`config.mk`:
```
export PLATFORM = sky130hd
export DESIGN_NAME = spi_tx_feeder
export DESIGN_NICKNAME = d
export VERILOG_FILES = /design/src/rtl/spi_tx_feeder.sv
export SDC_FILE = /design/constraint.sdc
export NUM_CORES = 1
export LEC_CHECK = 0
export ABC_AREA = 1
export CORE_ASPECT_RATIO = 0.75
export CORE_MARGIN = 5
export CORE_UTILIZATION = 57
export CTS_CLUSTER_DIAMETER = 40
export CTS_CLUSTER_SIZE = 20
export DETAILED_ROUTE_END_ITERATION = 7
export GPL_TIMING_DRIVEN = 0
export PLACE_DENSITY = 0.79
export SKIP_LAST_GASP = 1
export SLEW_MARGIN = 20
export SYNTH_ARGS = -nofsm -noshare
export SYNTH_HDL_FRONTEND = slang
export SYNTH_SLANG_ARGS = --single-unit
```
`constraint.sdc`:
```
create_clock -name clk_i -period 3.19 [get_ports clk_i]
set_clock_uncertainty 0.15 [all_clocks]
set_input_delay 0.638 -clock clk_i [delete_from_list [all_inputs] [get_ports clk_i]]
set_output_delay 0.638 -clock clk_i [all_outputs]
set_load 0.05 [all_outputs]
```
`src/rtl/spi_tx_feeder.sv`:
```
// Transmit feeder for an SPI byte sender: host FIFO, load/shift sequencing,
// programmable inter-byte gap and sticky overflow / sender-sync error flags.
module spi_tx_feeder #(
  parameter int unsigned DEPTH = 8,
  parameter int unsigned AW    = 3,
  parameter int unsigned GAP   = 1
) (
  input  logic          clk_i,
  input  logic          clr_n_i,
  input  logic          enable_i,
  input  logic [7:0]    host_data_i,
  input  logic          host_wr_i,
  input  logic          clr_err_i,
  input  logic          snd_empty_i,
  output logic          host_full_o,
  output logic          host_empty_o,
  output logic [AW:0]   level_o,
  output logic [7:0]    snd_data_o,
  output logic          snd_write_o,
  output logic          snd_te_o,
  output logic          busy_o,
  output logic          overflow_o,
  output logic          sync_err_o
);

  localparam int unsigned LW       = AW + 1;
  localparam int unsigned GW       = (GAP > 1) ? $clog2(GAP) : 1;
  localparam int unsigned GAP_LAST = (GAP > 0) ? GAP - 1 : 0;

  typedef enum logic [1:0] {
    ST_IDLE,
    ST_LOAD,
    ST_SHIFT,
    ST_GAP
  } state_e;

  logic [7:0]    mem_q [DEPTH];
  logic [AW-1:0] wr_ptr_q, rd_ptr_q;
  logic [LW-1:0] level_q, level_d;
  state_e        state_q, state_d;
  logic [2:0]    bit_cnt_q;
  logic [GW-1:0] gap_cnt_q;
  logic [7:0]    snd_data_q;
  logic          snd_write_q, snd_te_q, busy_q;
  logic          host_full_q, host_empty_q;
  logic          overflow_q, sync_err_q;

  logic          full;
  logic          push, pop, can_start, shift_last, gap_last;

  // Next-state and FIFO bookkeeping; a pop happens exactly on entry to LOAD.
  always_comb begin
    full       = (level_q == LW'(DEPTH));
    push       = host_wr_i && !full;
    can_start  = enable_i && (level_q != '0);
    shift_last = (state_q == ST_SHIFT) && (bit_cnt_q == 3'd7);
    gap_last   = (state_q == ST_GAP) && (gap_cnt_q == GW'(GAP_LAST));
    state_d    = state_q;
    unique case (state_q)
      ST_IDLE:  if (can_start) state_d = ST_LOAD;
      ST_LOAD:  state_d = ST_SHIFT;
      ST_SHIFT: begin
        if (shift_last) begin
          if (GAP != 0)       state_d = ST_GAP;
          else if (can_start) state_d = ST_LOAD;
          else                state_d = ST_IDLE;
        end
      end
      ST_GAP:   if (gap_last) state_d = can_start ? ST_LOAD : ST_IDLE;
      default:  state_d = ST_IDLE;
    endcase
    pop     = (state_d == ST_LOAD);
    level_d = level_q + LW'(push) - LW'(pop);
  end

  // Storage array carries no reset; only pointers and LEVEL define validity.
  always_ff @(posedge clk_i) begin
    if (push) mem_q[wr_ptr_q] <= host_data_i;
  end

  always_ff @(posedge clk_i) begin
    if (!clr_n_i) begin
      state_q      <= ST_IDLE;
      wr_ptr_q     <= '0;
      rd_ptr_q     <= '0;
      level_q      <= '0;
      bit_cnt_q    <= '0;
      gap_cnt_q    <= '0;
      snd_data_q   <= 8'h00;
      snd_write_q  <= 1'b0;
      snd_te_q     <= 1'b0;
      busy_q       <= 1'b0;
      host_full_q  <= 1'b0;
      host_empty_q <= 1'b1;
      overflow_q   <= 1'b0;
      sync_err_q   <= 1'b0;
    end else begin
      state_q      <= state_d;
      level_q      <= level_d;
      if (push) wr_ptr_q <= wr_ptr_q + AW'(1);
      if (pop) begin
        rd_ptr_q   <= rd_ptr_q + AW'(1);
        snd_data_q <= mem_q[rd_ptr_q];
      end
      bit_cnt_q    <= (state_q == ST_SHIFT) ? bit_cnt_q + 3'd1 : 3'd0;
      gap_cnt_q    <= ((state_q == ST_GAP) && !gap_last) ? gap_cnt_q + GW'(1) : '0;
      snd_write_q  <= (state_d == ST_LOAD);
      snd_te_q     <= (state_d == ST_SHIFT);
      busy_q       <= (state_d != ST_IDLE);
      host_full_q  <= (level_d == LW'(DEPTH));
      host_empty_q <= (level_d == '0);
      // Sticky flags: a new error in the same cycle as CLR_ERR wins.
      if (host_wr_i && full)            overflow_q <= 1'b1;
      else if (clr_err_i)               overflow_q <= 1'b0;
      if (shift_last && !snd_empty_i)   sync_err_q <= 1'b1;
      else if (clr_err_i)               sync_err_q <= 1'b0;
    end
  end

  assign host_full_o  = host_full_q;
  assign host_empty_o = host_empty_q;
  assign level_o      = level_q;
  assign snd_data_o   = snd_data_q;
  assign snd_write_o  = snd_write_q;
  assign snd_te_o     = snd_te_q;
  assign busy_o       = busy_q;
  assign overflow_o   = overflow_q;
  assign sync_err_o   = sync_err_q;

endmodule

```
==> impl_metrics.env, run 1 <==
export IMPL_grt_pass1_wl_mm=13.5
export IMPL_p_leak_uw=0.00179
export IMPL_synth_nets=408
export IMPL_setup_tns_ps=0
export IMPL_preCtsSetupSlack_ps=151
export IMPL_maxCapViolations=0
export IMPL_core_area_mm2=0.00673
export IMPL_worstPathArrival_ps=2810
export IMPL_drt_iter0_drc=250
export IMPL_synth_mux_area_share_pct=0
export IMPL_diodes=0
export IMPL_multi_input_area_mm2=0.00114
export IMPL_status="finished, final reports clean"
export IMPL_irDropWorstVdd_mv=0.556
export IMPL_synth_compound_gate_area_share_pct=7.65
export IMPL_clock_sinks=95
export IMPL_grt_antenna_before_repair=0
export IMPL_hold_path_class="flip-flop to flip-flop"
export IMPL_holdBufCountCts=0
export IMPL_yosysSeqAreaShare_pct=65.0
export IMPL_cts_clk_slew_worst_paths_ps=90
export IMPL_grt_ovfl_total=0
export IMPL_gp_congestion=0.854
export IMPL_cts_buffers=9
export IMPL_synth_top_family_by_area="simple AND/OR/NAND/NOR gates"
export IMPL_grt_max_degree=16
export IMPL_io_buffers=31
export IMPL_setup_violations=0
export IMPL_finalCriticalPeriod_ps=2650
export IMPL_finalNetCount=450
export IMPL_crit_type="flip-flop to flip-flop"
export IMPL_die_w_um=106
export IMPL_setup_slack_ps=542
export IMPL_postCtsSetupBuffers=0
export IMPL_drv_slew=0
export IMPL_routedWlPerCell_um=16.2
export IMPL_post_synth_fa_ha_maj_area_fraction_pct=3.39
export IMPL_syn_area_per_cell_um2=10.2
export IMPL_root_buffer="clkbuf_8"
export IMPL_relSlewSlack_pct=37.4
export IMPL_start_util_pct=58.1
export IMPL_reg2reg_depth=16
export IMPL_synth_top_area_cell="edfxtp_1"
export IMPL_synth_top_cell_area_share_pct=49.1
export IMPL_cts_resized=0
export IMPL_yosysWarnings=0
export IMPL_cts_path_max_buffers=2
export IMPL_netlist_instances=384
export IMPL_routed_wl_mm=8.35
export IMPL_required_ps=3350
export IMPL_htree_levels=3
export IMPL_synth_cell_types=27
export IMPL_gr_usage_all_layers_pct=20.8
export IMPL_pin_count=33
export IMPL_drive_gt1_share_pct=8.82
export IMPL_syn_area_mm2=0.00391
export IMPL_rsz0062_at_grt="false"
export IMPL_drc=0
export IMPL_avgViaCountPerCell=5.28
export IMPL_synth_xor_area_share_pct=0.672
export IMPL_rows=26
export IMPL_vias=2720
export IMPL_fmax_mhz=378
export IMPL_tightest_slew_ps=936
export IMPL_cp_start_kind="flip-flop"
export IMPL_synth_simple_area_share_pct=17.2
export IMPL_antenna_left=0
export IMPL_post_route_period_util_pct=83.0
export IMPL_finalHoldViolCount=0
export IMPL_ys_ff_latch=95
export IMPL_grt_pass1_vias=2801
export IMPL_hold_depth=1
export IMPL_area_delta_synth_final_pct=15.4
export IMPL_dpl_hpwl_mm=5.82
export IMPL_dieArea_mm2=0.00864
export IMPL_endpoint_kind="flip-flop"
export IMPL_dr_pass1_iters=4
export IMPL_die_y_um=81.7
export IMPL_cts_tree="built"
export IMPL_clk_latency_ps=360
export IMPL_netlist_top_cells_area="edfxtp_1 49%, dfxtp_1 16%, nor2_1 8.0%"
export IMPL_cp_max_fo=10
export IMPL_cellPowerDensity_mw_per_mm2=879
export IMPL_regArea_mm2=0.00254
export IMPL_fillers=504
==> worst max-delay path, stage by stage (launching register included) <==
cell and delay (ps):
dfxtp_1 320, ha_1 190, ha_1 200, nand3_1 180
nand2_4 120, nand2_4 90, buf_6 140, nand2_1 50
nand2_1 60, ha_1 180, inv_1 60, fa_1 370
xor2_1 200, nand3b_1 140, nand2_1 80, nand2_1 50
inv_1 40
==> through the flow <==
step                      area (um2)  std cells  power (uW)  hold slack [ps]  utilization (%)
after global placement          4330        499        3180              257             64.3
final                           4510        515        3970              275             67.0
after global routing            4510        515        4210              316             67.0
after CTS                       4510        515        3980              276             67.0
after floorplan                 3910        384        2750              249                -
after detailed placement        4330        499        3230              263             64.3
==> cells in the mapped netlist, drive strengths merged <==
cell	instances
and2	1
clkinv	1
nand3b	1
o21ai	49
a21oi	9
ha	9
buf	14
xor2	2
xnor2	1
nand2	71
fa	1
clkbuf	2
nor2	84
dfxtp	31
nand3	9
edfxtp	64
a2bb2oi	1
conb	1
inv	32
and3	1
==> layer usage <==
| metal | track usage (%) | share of wire [%] | vias up |
|---|---|---|---|
| met4 | 11.3 | 2.6 | 0 |
| li1 | - | - | 1337 |
| met2 | 33.5 | 46 | 86 |
| met3 | 4.87 | 6.9 | 19 |
| met5 | 0 | 0 | - |
| met1 | 26.6 | 44 | 1278 |
==> registers in the layout, summed over array words and instances, names as in the netlist, 2 cells and up <==
| name | count |
|---|---|
| mem_q | 64 |
| wr_ptr_q | 3 |
| level_o | 4 |
| rd_ptr_q | 3 |
| bit_cnt_q | 3 |
| snd_data_o | 8 |
| state_q | 2 |
==> final cells by class <==
| type | count | area share [%] |
|---|---|---|
| inverters | 33 | 2.74 |
| well taps | 84 | 2.33 |
| multi-input cells | 240 | 25.2 |
| plain buffers | 16 | 2.41 |
| repair buffers | 31 | 6.87 |
| clock buffers | 10 | 2.83 |
| clock inverters | 6 | 1.33 |
| flip-flops and latches | 95 | 56.3 |
==> cell usage in the layout, fill, tap and decap left out <==
cell and n:
nor2_1 83, nand2_1 65, edfxtp_1 64, o21ai_0 38
dfxtp_1 31, clkdlybuf4s50_1 31, inv_1 30, o21ai_1 11
nand3_1 9, a21oi_1 9, ha_1 9, clkbuf_8 9
buf_2 7, nand2_2 4, buf_4 4, buf_6 3
clkinv_1 3, inv_2 2, nand2_4 2, clkbuf_2 2
xor2_1 2, nor2_2 1, and2_1 1, and3_1 1
xnor2_1 1, nand3b_1 1, a2bb2oi_1 1, fa_1 1
bufinv_16 1, inv_6 1, clkinv_4 1, clkbuf_1 1
clkinv_2 1, conb_1 1
==> path summary, 6_finish.rpt <==
path / start / end / slack, ps
worst min-delay path: bit_cnt_q[0]$_SDFF_PN0_ / bit_cnt_q[0]$_SDFF_PN0_ / 280
worst max register to register: bit_cnt_q[0]$_SDFF_PN0_ / host_empty_o$_SDFF_PN1_ / 540
worst max-delay path: bit_cnt_q[0]$_SDFF_PN0_ / host_empty_o$_SDFF_PN1_ / 540
worst min register to register: bit_cnt_q[0]$_SDFF_PN0_ / bit_cnt_q[0]$_SDFF_PN0_ / 280
==> report_power, final <==
group          switching [uW]  internal, uW  leakage [uW]
registers                78.8          1490      0.000835
clock network             400           360     0.0000957
logic                    1090           556      0.000855
==> logic make-up (layout without fill, tap and decap cells) <==
kind of cell             Yosys count  count (layout)
AND/OR/NAND/NOR                  167             167
flip-flops                        95              95
AO/OA/AOI/OAI                     59              59
buffers and inverters             49              96
adder cells (fa/ha/maj)           10              10
XOR/XNOR                           3               3
other                              1               1
Power figures use the tool's default switching activity.
==> run 2, diff against run 1 <==
==> constraint.sdc (replaced) <==
create_clock -name clk_i -period 2.8 [get_ports clk_i]
set_clock_uncertainty 0.15 [all_clocks]
set_input_delay 0.56 -clock clk_i [delete_from_list [all_inputs] [get_ports clk_i]]
set_output_delay 0.56 -clock clk_i [all_outputs]
set_load 0.05 [all_outputs]
==> impl_metrics.env, run 2 (same netlist as run 1, synthesis figures left out) <==
export IMPL_drv_slew=0
export IMPL_utilization_pct=67.2
export IMPL_r2r_start="bit_cnt_q[0]$_SDFF_PN0_"
export IMPL_r2r_end="host_empty_o$_SDFF_PN1_"
export IMPL_regMostFlops="mem_q"
export IMPL_finalPower_uw=4530
export IMPL_clock_power_share_pct=19.1
export IMPL_cts_clk_slew_worst_paths_ps=90
export IMPL_holdBufCountCts=0
export IMPL_relSlewSlack_pct=39.4
export IMPL_drc=0
export IMPL_area_delta_synth_final_pct=15.7
export IMPL_vias=2709
export IMPL_die_y_um=81.7
export IMPL_antenna_left=0
export IMPL_maxCapViolations=0
export IMPL_p_sw_share_pct=39.5
export IMPL_avgViaCountPerCell=5.26
export IMPL_worstPathArrival_ps=2710
export IMPL_reg2reg_setup_slack_ps=210
export IMPL_gr_usage_all_layers_pct=20.8
export IMPL_io_buffers=31
export IMPL_p_leak_uw=0.00179
export IMPL_clock_sinks=95
export IMPL_place_area_mm2=0.00433
export IMPL_post_route_period_util_pct=92.5
export IMPL_status="finished, final reports clean"
export IMPL_rsz0062_at_grt="false"
export IMPL_fillers=502
export IMPL_cp_max_fo=10
export IMPL_switchingPower_uw=1790
export IMPL_fmax_mhz=386
export IMPL_layout_common_cells="83 x nor2_1, 65 x nand2_1, 64 x edfxtp_1"
export IMPL_cts_buffers=9
export IMPL_finalCriticalPeriod_ps=2590
export IMPL_endpoint_kind="flip-flop"
export IMPL_routed_wl_mm=8.32
export IMPL_cts_tree="built"
export IMPL_dieArea_mm2=0.00864
export IMPL_drive_gt1_share_pct=9.51
export IMPL_reg2reg_depth=16
export IMPL_rows=26
export IMPL_htree_levels=3
export IMPL_finalHoldViolCount=0
export IMPL_pin_count=33
export IMPL_start_util_pct=58.1
export IMPL_cp_endpoint="host_empty_o$_SDFF_PN1_"
export IMPL_cp_start_kind="flip-flop"
export IMPL_die_w_um=106
export IMPL_root_buffer="clkbuf_8"
export IMPL_largest_register_ffs=64
export IMPL_hold_path_class="flip-flop to flip-flop"
export IMPL_grt_antenna_before_repair=0
export IMPL_drt_iter0_drc=227
export IMPL_gp_congestion=0.854
export IMPL_seqPwrFrac_pct=39.3
export IMPL_routedWlPerCell_um=16.2
export IMPL_finalNetCount=450
export IMPL_p_int_uw=2740
export IMPL_clk_latency_ps=360
export IMPL_cellPowerDensity_mw_per_mm2=1000
export IMPL_tightest_slew_ps=905
export IMPL_mostFrequentLayoutCell="nor2_1"
export IMPL_cp_startpoint="bit_cnt_q[0]$_SDFF_PN0_"
export IMPL_crit_type="flip-flop to flip-flop"
export IMPL_dr_pass1_iters=4
export IMPL_grt_max_degree=16
export IMPL_cts_path_max_buffers=2
export IMPL_stdcell_area_mm2=0.00453
export IMPL_dpl_hpwl_mm=5.82
export IMPL_postCtsSetupBuffers=0
export IMPL_irDropWorstVdd_mv=0.634
export IMPL_core_area_mm2=0.00673
export IMPL_diodes=0
export IMPL_power_frac_comb_pct=41.5
export IMPL_cts_resized=0
export IMPL_multi_input_area_mm2=0.00115
export IMPL_setup_violations=0
export IMPL_regArea_mm2=0.00254
export IMPL_grt_pass1_vias=2801
export IMPL_grt_ovfl_total=0
export IMPL_grt_pass1_wl_mm=13.5
export IMPL_required_ps=2920
## run 2: cell counts in the layout (fill, tap and decap cells not counted)
Identical to the previous run, type by type.
## run 2: layout make-up
class                           count  share of cell area (%)
Clock buffer                       10                    2.82
Inverter                           33                    2.74
Timing Repair Buffer               31                    6.85
Clock inverter                      6                    1.33
Sequential cell                    95                    56.2
Tap cell                           84                    2.32
Buffer                             16                    2.40
Multi-Input combinational cell    240                    25.4
## run 2: how the worst min path moves through the flow
stage | from | end | slack [ps] | depth (start not counted)
after floorplan | bit_cnt_q[0]$_SDFF_PN0_ | bit_cnt_q[0]$_SDFF_PN0_ | 250 | 1
after global placement | bit_cnt_q[0]$_SDFF_PN0_ | bit_cnt_q[0]$_SDFF_PN0_ | 260 | 1
after detailed placement | bit_cnt_q[0]$_SDFF_PN0_ | bit_cnt_q[0]$_SDFF_PN0_ | 260 | 1
after CTS | bit_cnt_q[0]$_SDFF_PN0_ | bit_cnt_q[0]$_SDFF_PN0_ | 280 | 1
after global routing | bit_cnt_q[0]$_SDFF_PN0_ | bit_cnt_q[0]$_SDFF_PN0_ | 320 | 1
final | bit_cnt_q[0]$_SDFF_PN0_ | bit_cnt_q[0]$_SDFF_PN0_ | 280 | 1
## run 2: layer usage
metal	track usage (%)	part of all wire, %	vias to the layer above
met2	33.5	48	88
met3	4.87	6.8	11
met1	26.6	44	1273
met5	0	0	-
met4	11.3	1.1	0
li1	-	-	1337
## run 2: through the flow
step / hold WS (ps) / instances / TNS [ps] / worst slack, ps
2_1_floorplan: 249 / 384 / 0 / 96.2
3_3_place_gp: 257 / 499 / -35.2 / -35.2
3_5_place_dp: 263 / 499 / -292 / -161
4_1_cts: 276 / 515 / 0 / 112
5_1_grt: 316 / 515 / 0 / 38.2
6_report: 275 / 515 / 0 / 211
## run 2: worst max-delay path, cell delays in order (launching register included)
cell and delay [ps]:
dfxtp_1 320, ha_1 190, ha_1 210, nand3_2 120, nand2_4 100, nand2_4 80
buf_6 140, nand2_1 50, nand2_1 60, ha_1 180, inv_1 60, fa_1 390
xor2_2 170, nand3b_1 120, nand2_1 60, nand2_1 60, inv_1 30
## run 2: power by group through the flow
stage          Clock (uW)  Combinational (uW)  Sequential (uW)
3_3_place_gp            0                1810             1810
5_1_grt               942                2060             1810
2_1_floorplan           0                 964             2170
4_1_cts               876                1880             1780
6_report              867                1880             1780
3_5_place_dp            0                1870             1810
